<file path="src/rtl/uc_arbiter_if.sv">
// Bundle of the engine-side handshake and the ucq broadcast bus of uc_arbiter.
// master: the arbiter itself. slave: engines plus unit clause queues.
interface uc_arbiter_if #(
  parameter int NUM_ENG = 4,
  parameter int NUM_UCQ = 4,
  parameter int LIT_W   = 11
);
  localparam int GID_W = $clog2(NUM_ENG);

  logic [NUM_ENG-1:0]            eng_valid;
  logic [NUM_ENG-1:0][LIT_W-1:0] eng_lit;
  logic [NUM_ENG-1:0]            eng_ready;
  logic [NUM_UCQ-1:0]            ucq_full;
  logic [NUM_UCQ-1:0]            ucq_push;
  logic [LIT_W-1:0]              uca2ucq;
  logic [GID_W-1:0]              grant_id;
  logic                          busy;
  logic                          conflict;

  modport master (
    input  eng_valid, eng_lit, ucq_full,
    output eng_ready, ucq_push, uca2ucq, grant_id, busy, conflict
  );

  modport slave (
    output eng_valid, eng_lit, ucq_full,
    input  eng_ready, ucq_push, uca2ucq, grant_id, busy, conflict
  );
endinterface

</file>
<file path="src/rtl/uc_arbiter.sv">
// uc_arbiter: round-robin collector of unit-clause literals from NUM_ENG engines,
// serialised one per cycle through a one-entry holding register and broadcast
// to NUM_UCQ unit clause queues (all pushed together or none).
// Optional feature macro: UCA_DEDUP_EN -- history filter that drops duplicate
// literals and flags complementary ones on the sticky conflict output.
module uc_arbiter #(
  parameter int NUM_ENG     = 4,
  parameter int NUM_UCQ     = 4,
  parameter int UC_LENGTH   = 1024,
  parameter int DEDUP_DEPTH = 8
) (
  input  logic          clk,
  input  logic          rst,
  input  logic          clear,
  uc_arbiter_if.master  bus
);
  localparam int LIT_W = $clog2(UC_LENGTH) + 1;
  localparam int VAR_W = LIT_W - 1;
  localparam int GID_W = $clog2(NUM_ENG);

  typedef enum logic {S_IDLE = 1'b0, S_HOLD = 1'b1} state_t;

  state_t           state_q;
  state_t           state_d;
  logic [LIT_W-1:0] hold_lit_p1;
  logic [GID_W-1:0] rr_ptr;

  logic             flush;
  logic             hold_vld_p1;
  logic             push_fire;
  logic             can_acc;
  logic [GID_W:0]   pick;
  logic             grant_vld;
  logic [GID_W-1:0] grant_idx;
  logic             accept;
  logic             load;
  logic [LIT_W-1:0] acc_lit;
  logic             drop_dup;
  logic             drop_opp;

  // First valid engine at or after ptr, wrapping; MSB of the result flags "found".
  function automatic logic [GID_W:0] rr_pick(input logic [NUM_ENG-1:0] valid,
                                             input logic [GID_W-1:0]   ptr);
    logic [GID_W:0]   res;
    logic [GID_W:0]   sum;
    logic [GID_W-1:0] idx;
    res = '0;
    // Walk from the farthest offset down so the nearest valid engine wins.
    for (int k = NUM_ENG - 1; k >= 0; k--) begin
      sum = {1'b0, ptr} + (GID_W + 1)'(k);
      if (sum >= (GID_W + 1)'(NUM_ENG)) sum = sum - (GID_W + 1)'(NUM_ENG);
      idx = sum[GID_W-1:0];
      if (valid[idx]) res = {1'b1, idx};
    end
    return res;
  endfunction

  // Successor engine index modulo NUM_ENG (NUM_ENG need not be a power of two).
  function automatic logic [GID_W-1:0] next_ptr(input logic [GID_W-1:0] idx);
    return (idx == GID_W'(NUM_ENG - 1)) ? '0 : idx + GID_W'(1);
  endfunction

  assign flush       = rst | clear;
  assign hold_vld_p1 = (state_q == S_HOLD);
  assign push_fire   = hold_vld_p1 & ~|bus.ucq_full & ~flush;
  assign can_acc     = ~hold_vld_p1 | push_fire;
  assign pick        = rr_pick(bus.eng_valid, rr_ptr);
  assign grant_vld   = pick[GID_W];
  assign grant_idx   = pick[GID_W-1:0];
  assign accept      = grant_vld & can_acc & ~flush;
  assign acc_lit     = bus.eng_lit[grant_idx];
  assign load        = accept & ~drop_dup & ~drop_opp;

  assign bus.uca2ucq  = hold_lit_p1;
  assign bus.grant_id = grant_idx;
  assign bus.busy     = hold_vld_p1;

`ifdef UCA_DEDUP_EN
  localparam int HIST_W = (DEDUP_DEPTH > 1) ? $clog2(DEDUP_DEPTH) : 1;

  logic [LIT_W-1:0]       hist_lit [DEDUP_DEPTH];
  logic [DEDUP_DEPTH-1:0] hist_vld;
  logic [HIST_W-1:0]      hist_wr;
  logic                   conflict_q;

  // Compare the granted literal against every valid history entry.
  always_comb begin
    drop_dup = 1'b0;
    drop_opp = 1'b0;
    for (int k = 0; k < DEDUP_DEPTH; k++) begin
      if (hist_vld[k] && (hist_lit[k][VAR_W-1:0] == acc_lit[VAR_W-1:0])) begin
        if (hist_lit[k][VAR_W] == acc_lit[VAR_W]) drop_dup = 1'b1;
        else                                      drop_opp = 1'b1;
      end
    end
  end

  // History FIFO: only literals that are actually loaded are recorded.
  always_ff @(posedge clk) begin
    if (flush) begin
      hist_vld <= '0;
      hist_wr  <= '0;
    end else if (load) begin
      hist_lit[hist_wr] <= acc_lit;
      hist_vld[hist_wr] <= 1'b1;
      hist_wr           <= (hist_wr == HIST_W'(DEDUP_DEPTH - 1)) ? '0 : hist_wr + HIST_W'(1);
    end
  end

  // Sticky conflict flag, raised by a complementary (not duplicate) accept.
  always_ff @(posedge clk) begin
    if (flush) begin
      conflict_q <= 1'b0;
    end else if (accept && drop_opp && !drop_dup) begin
      conflict_q <= 1'b1;
    end
  end

  assign bus.conflict = conflict_q;
`else
  logic unused_dedup_depth;

  assign unused_dedup_depth = (DEDUP_DEPTH > 0);
  assign drop_dup           = 1'b0;
  assign drop_opp           = 1'b0;
  assign bus.conflict       = 1'b0;
`endif

  // State register: IDLE when the holding register is empty, HOLD otherwise.
  always_ff @(posedge clk) begin
    if (flush) state_q <= S_IDLE;
    else       state_q <= state_d;
  end

  // Next state plus handshake outputs (one-hot ready, all-or-none push).
  always_comb begin
    state_d       = state_q;
    bus.eng_ready = '0;
    bus.ucq_push  = {NUM_UCQ{push_fire}};
    if (accept) bus.eng_ready[grant_idx] = 1'b1;
    case (state_q)
      S_IDLE: if (load) state_d = S_HOLD;
      S_HOLD: if (push_fire && !load) state_d = S_IDLE;
      default: state_d = S_IDLE;
    endcase
  end

  // Stage p1: holding register loaded with the accepted literal.
  always_ff @(posedge clk) begin
    if (flush)     hold_lit_p1 <= '0;
    else if (load) hold_lit_p1 <= acc_lit;
  end

  // Round-robin pointer moves past the engine just served, even if its literal was dropped.
  always_ff @(posedge clk) begin
    if (flush)       rr_ptr <= '0;
    else if (accept) rr_ptr <= next_ptr(grant_idx);
  end
endmodule

</file>
<file path="src/flat_wrapper.sv">
// flat-port wrapper written by rule: the top's interface ports become plain ports
module uc_arbiter_flat 
#(
  parameter int NUM_ENG     = 4,
  parameter int NUM_UCQ     = 4,
  parameter int UC_LENGTH   = 1024,
  parameter int DEDUP_DEPTH = 8
)
  (clk, rst, clear, bus_eng_valid, bus_eng_lit, bus_ucq_full, bus_eng_ready, bus_ucq_push, bus_uca2ucq, bus_grant_id, bus_busy, bus_conflict);
  uc_arbiter_if #(.NUM_ENG(NUM_ENG), .NUM_UCQ(NUM_UCQ), .LIT_W(($clog2(UC_LENGTH) + 1))) bus_i ();
  input  logic clk;
  input  logic rst;
  input  logic clear;
  input wire logic [$bits(bus_i.eng_valid)-1:0] bus_eng_valid;
  input wire logic [$bits(bus_i.eng_lit)-1:0] bus_eng_lit;
  input wire logic [$bits(bus_i.ucq_full)-1:0] bus_ucq_full;
  output wire logic [$bits(bus_i.eng_ready)-1:0] bus_eng_ready;
  output wire logic [$bits(bus_i.ucq_push)-1:0] bus_ucq_push;
  output wire logic [$bits(bus_i.uca2ucq)-1:0] bus_uca2ucq;
  output wire logic [$bits(bus_i.grant_id)-1:0] bus_grant_id;
  output wire logic [$bits(bus_i.busy)-1:0] bus_busy;
  output wire logic [$bits(bus_i.conflict)-1:0] bus_conflict;
  assign bus_i.eng_valid = bus_eng_valid;
  assign bus_i.eng_lit = bus_eng_lit;
  assign bus_i.ucq_full = bus_ucq_full;
  assign bus_eng_ready = bus_i.eng_ready;
  assign bus_ucq_push = bus_i.ucq_push;
  assign bus_uca2ucq = bus_i.uca2ucq;
  assign bus_grant_id = bus_i.grant_id;
  assign bus_busy = bus_i.busy;
  assign bus_conflict = bus_i.conflict;
  uc_arbiter #(.NUM_ENG(NUM_ENG), .NUM_UCQ(NUM_UCQ), .UC_LENGTH(UC_LENGTH), .DEDUP_DEPTH(DEDUP_DEPTH)) u_core (.clk(clk), .rst(rst), .clear(clear), .bus(bus_i));
endmodule
</file>
<file path="config.mk">
export PLATFORM = sky130hd
export DESIGN_NAME = uc_arbiter_flat
export DESIGN_NICKNAME = d
export VERILOG_FILES = /design/src/rtl/uc_arbiter_if.sv /design/src/rtl/uc_arbiter.sv /design/src/flat_wrapper.sv
export SDC_FILE = /design/constraint.sdc
export NUM_CORES = 1
export LEC_CHECK = 0
export ABC_CLOCK_PERIOD_IN_PS = 1910
export CORE_MARGIN = 4
export CORE_UTILIZATION = 31
export CTS_BUF_LIST = sky130_fd_sc_hd__clkbuf_4 sky130_fd_sc_hd__clkbuf_8
export DETAILED_ROUTE_END_ITERATION = 8
export GPL_TIMING_DRIVEN = 0
export PLACE_DENSITY = 0.81
export SLEW_MARGIN = 20
export SYNTH_ARGS = -nofsm -noshare
export SYNTH_HDL_FRONTEND = slang
export SYNTH_SLANG_ARGS = --single-unit
</file>
<file path="constraint.sdc">
create_clock -name clk -period 1.91 [get_ports clk]
set_input_delay 0.4775 -clock clk [delete_from_list [all_inputs] [get_ports clk]]
set_output_delay 0.4775 -clock clk [all_outputs]
set_load 0.03 [all_outputs]
</file>
==> results.md <==
* Outcome: finished, violations left
* Violated checks: negative setup slack
* Final Hold Fails at 0
* Cells after Synth at 107
* Final design utilization at 66.1%
* Final WL at approximately 3900 um
* Reg2reg start: u_core.rr_ptr[1]$_SDFFE_PP0P_
* Post-Syn Area at between 1000 and 1500 um^2
* FF-to-FF End: u_core.bus.uca2ucq[5]$_SDFFE_PP0P_
* Pleak at 0.894 nW
* Placed Instance Area at 1890 um^2
* Final min period at 2.25 ns
* VDD IR max at between 0.0002 and 0.0003 V
* Clock Latency Late Sink at 0.28 ns
* Setup Crit Path Kind: reg -> out
* Largest net degree at the start of global routing at 11
* Ports at 78
* Hold_sp: u_core.bus.uca2ucq[1]$_SDFFE_PP0P_
* Worst hold path endpoint: u_core.bus.uca2ucq[1]$_SDFFE_PP0P_
* Die height at ~65 um
* Synth warnings at 0
* ANT nets after route at 0
* Fin cells at roughly 240
* Crit path launch type: flip-flop
* Core area at a little over 3000 um^2
* HP Class: reg -> reg
* Initial DRC Count at 35
* Share of layout cells above drive strength 1 at 34.5%
* Critical Path RT at ~1.4 ns
* Rows at 20
* Vias in the first global route at around 1300
* Yosys reg bits at 14
* Largest cells by area after synthesis: dfxtp_1, mux2i_1, o221ai_1
* PD cells at between 400 and 500 nW/um^2
* Area grow syn2layout at 101%
* Peak Freq at roughly 440 MHz
* Commonest non-fill, non-tap cell in the layout: clkdlybuf4s50_1
* Vias/cell at 5.02
* Cells on worst reg2reg path at 8
* Clk pin slew, worst setup/hold paths at ~0.080 ns
* Distinct cells, synth at 29
* # setup viols final at 5
* Max Fanout on Critical Path at 4
* Clock root buffer: clkbuf_4
* Fillers at 270
* R2R Setup Slk at 0.08 ns
* RSZ-0062 raised after global routing: true
* Seq. cell area at about 290 um^2
* Sequential-to-total area share from yosys stat at between 20 and 30%
* # diodes at 0
* Die Area at between 4000 and 5000 um^2
* Syn Area/Cell at 9.52 um^2
* Drt drc at 0
* Avg WL per Cell at roughly 16 um
* Hold path depth at 2
* Initial Util at between 30% and 40%
* Area of the multi-input gates at roughly 750 um^2
* # H-tree levels at 1
* Setup TNS at -1.57 ns
* Die width at approximately 65 um
* PortBufs at 76
* Total power at slightly below 0.001 W
* Critical path startpoint: u_core.rr_ptr[1]$_SDFFE_PP0P_
* Slew Limit Fails at 0
* CTS tree: done
* Via Count at about 1200
* Most frequent cells in the layout: clkdlybuf4s50_1, mux2i_1, buf_4
* Syn Nets at 166
* Synth top area share at 27.5%
* Kind of end point of the critical path: output port
* Max-Cap Viols at 0
* # nets final at between 200 and 300
* Data arrival, critical path at between 1.5 and 2 ns
* Antenna violations before repair at 0
* Placed Cells incl. Taps at ~230
* GPL Wtd Cong at roughly 0.72
* Clock sinks at 14
* Clock Path Buffers at 2
* Grt total ovfl at 0
* DP HPWL at 2820 um
* First-pass DRT Iterations at 4
* CTS buffer count at 3
* Tcrit/Tclk final at 118%
* Total track usage at a little under a fifth
* Area leader, netlist: dfxtp_1
* Cell area after layout at around 2000 um^2
* Fin Clk Skew at between 0.002 and 0.003 ns
* First-pass GRT wire length at 6280 um
* Setup WS post-layout at -0.341 ns
* CTS Hold Bufs at 0
-- worst max path at each step --
stage | end | depth (start not counted) | slack [ns]
after floorplan | bus_eng_ready[1] | 7 | -0.28
after global placement | bus_eng_ready[1] | 9 | -1.45
after detailed placement | bus_eng_ready[1] | 9 | -1.50
after CTS | bus_eng_ready[1] | 7 | -0.34
after global routing | bus_eng_ready[1] | 7 | -0.43
final | bus_eng_ready[1] | 7 | -0.34
-- worst max-delay path, cell delays in order, from the launching register on --
cell	delay, ns
dfxtp_4	0.38
mux2i_4	0.19
o221ai_4	0.22
buf_8	0.15
clkinvlp_4	0.11
ha_2	0.18
and2_4	0.13
buf_6	0.13
-- state kept, by name, indices dropped and copies added, names as in the netlist --
register	count
u_core.bus.busy	1
u_core.rr_ptr	2
u_core.bus.uca2ucq	11
-- layout make-up --
type                       count  area share [%]
buffer                        11            4.45
sequential                    14            13.9
timing repair buffer          87            39.8
inverter                       5            1.71
tap                           44            2.68
clock buffer                   3            1.10
multi-input combinational     77            36.4
-- cell families (layout without fill, tap and decap cells) --
family          Yosys count  after routing  synth area share [%]
simple gates             28             28                  14.9
mux                      23             23                  22.6
compound gates           21             21                  18.9
buf+inv                  16            106                  10.8
flops                    14             14                  27.5
fa+ha+maj                 4              4                  4.91
other cells               1              1                 0.368
-- cell usage after synthesis, drive strengths merged --
cell type	instances
and2	4
nor2b	1
dfxtp	14
o21a	1
mux2i	23
nand3b	1
clkbuf	1
and3b	1
and3	1
nor4	2
o221ai	12
a22oi	1
nor2	2
inv	5
o41ai	1
ha	4
a21boi	2
buf	10
a21o	1
a21oi	1
conb	1
nand2	2
o21ai	2
nand3	13
nor3	1
-- through the flow --
stage          setup slack (ns)  hold slack (ns)
3_5_place_dp              -1.50            0.474
6_report                 -0.341            0.492
5_1_grt                  -0.426            0.528
3_3_place_gp              -1.45            0.467
4_1_cts                  -0.338            0.493
2_1_floorplan            -0.277            0.513
-- metal layers --
metal  global-route usage (%)  share of wire (%)
met5                        0                  0
met4                     3.63               0.61
met3                     7.52                7.7
met2                     37.2                 54
met1                     18.8                 37
-- repair_timing --
| action | CTS | global route |
|---|---|---|
| gates resized for setup | 102 | 13 |
| gates cloned | 0 | 0 |
| pin swaps | 9 | 5 |
| endpoints found under the setup margin | 23 | 12 |
| buffers inserted | 10 | 1 |
-- power breakdown --
| part | total (W) | internal, W | switching, W |
|---|---|---|---|
| sequential | 0.000332 | 0.000315 | 0.0000162 |
| clock | 0.000165 | 0.0000731 | 0.0000922 |
| combinational | 0.000480 | 0.000259 | 0.000220 |
No activity file was read; power rests on OpenSTA's default activity.
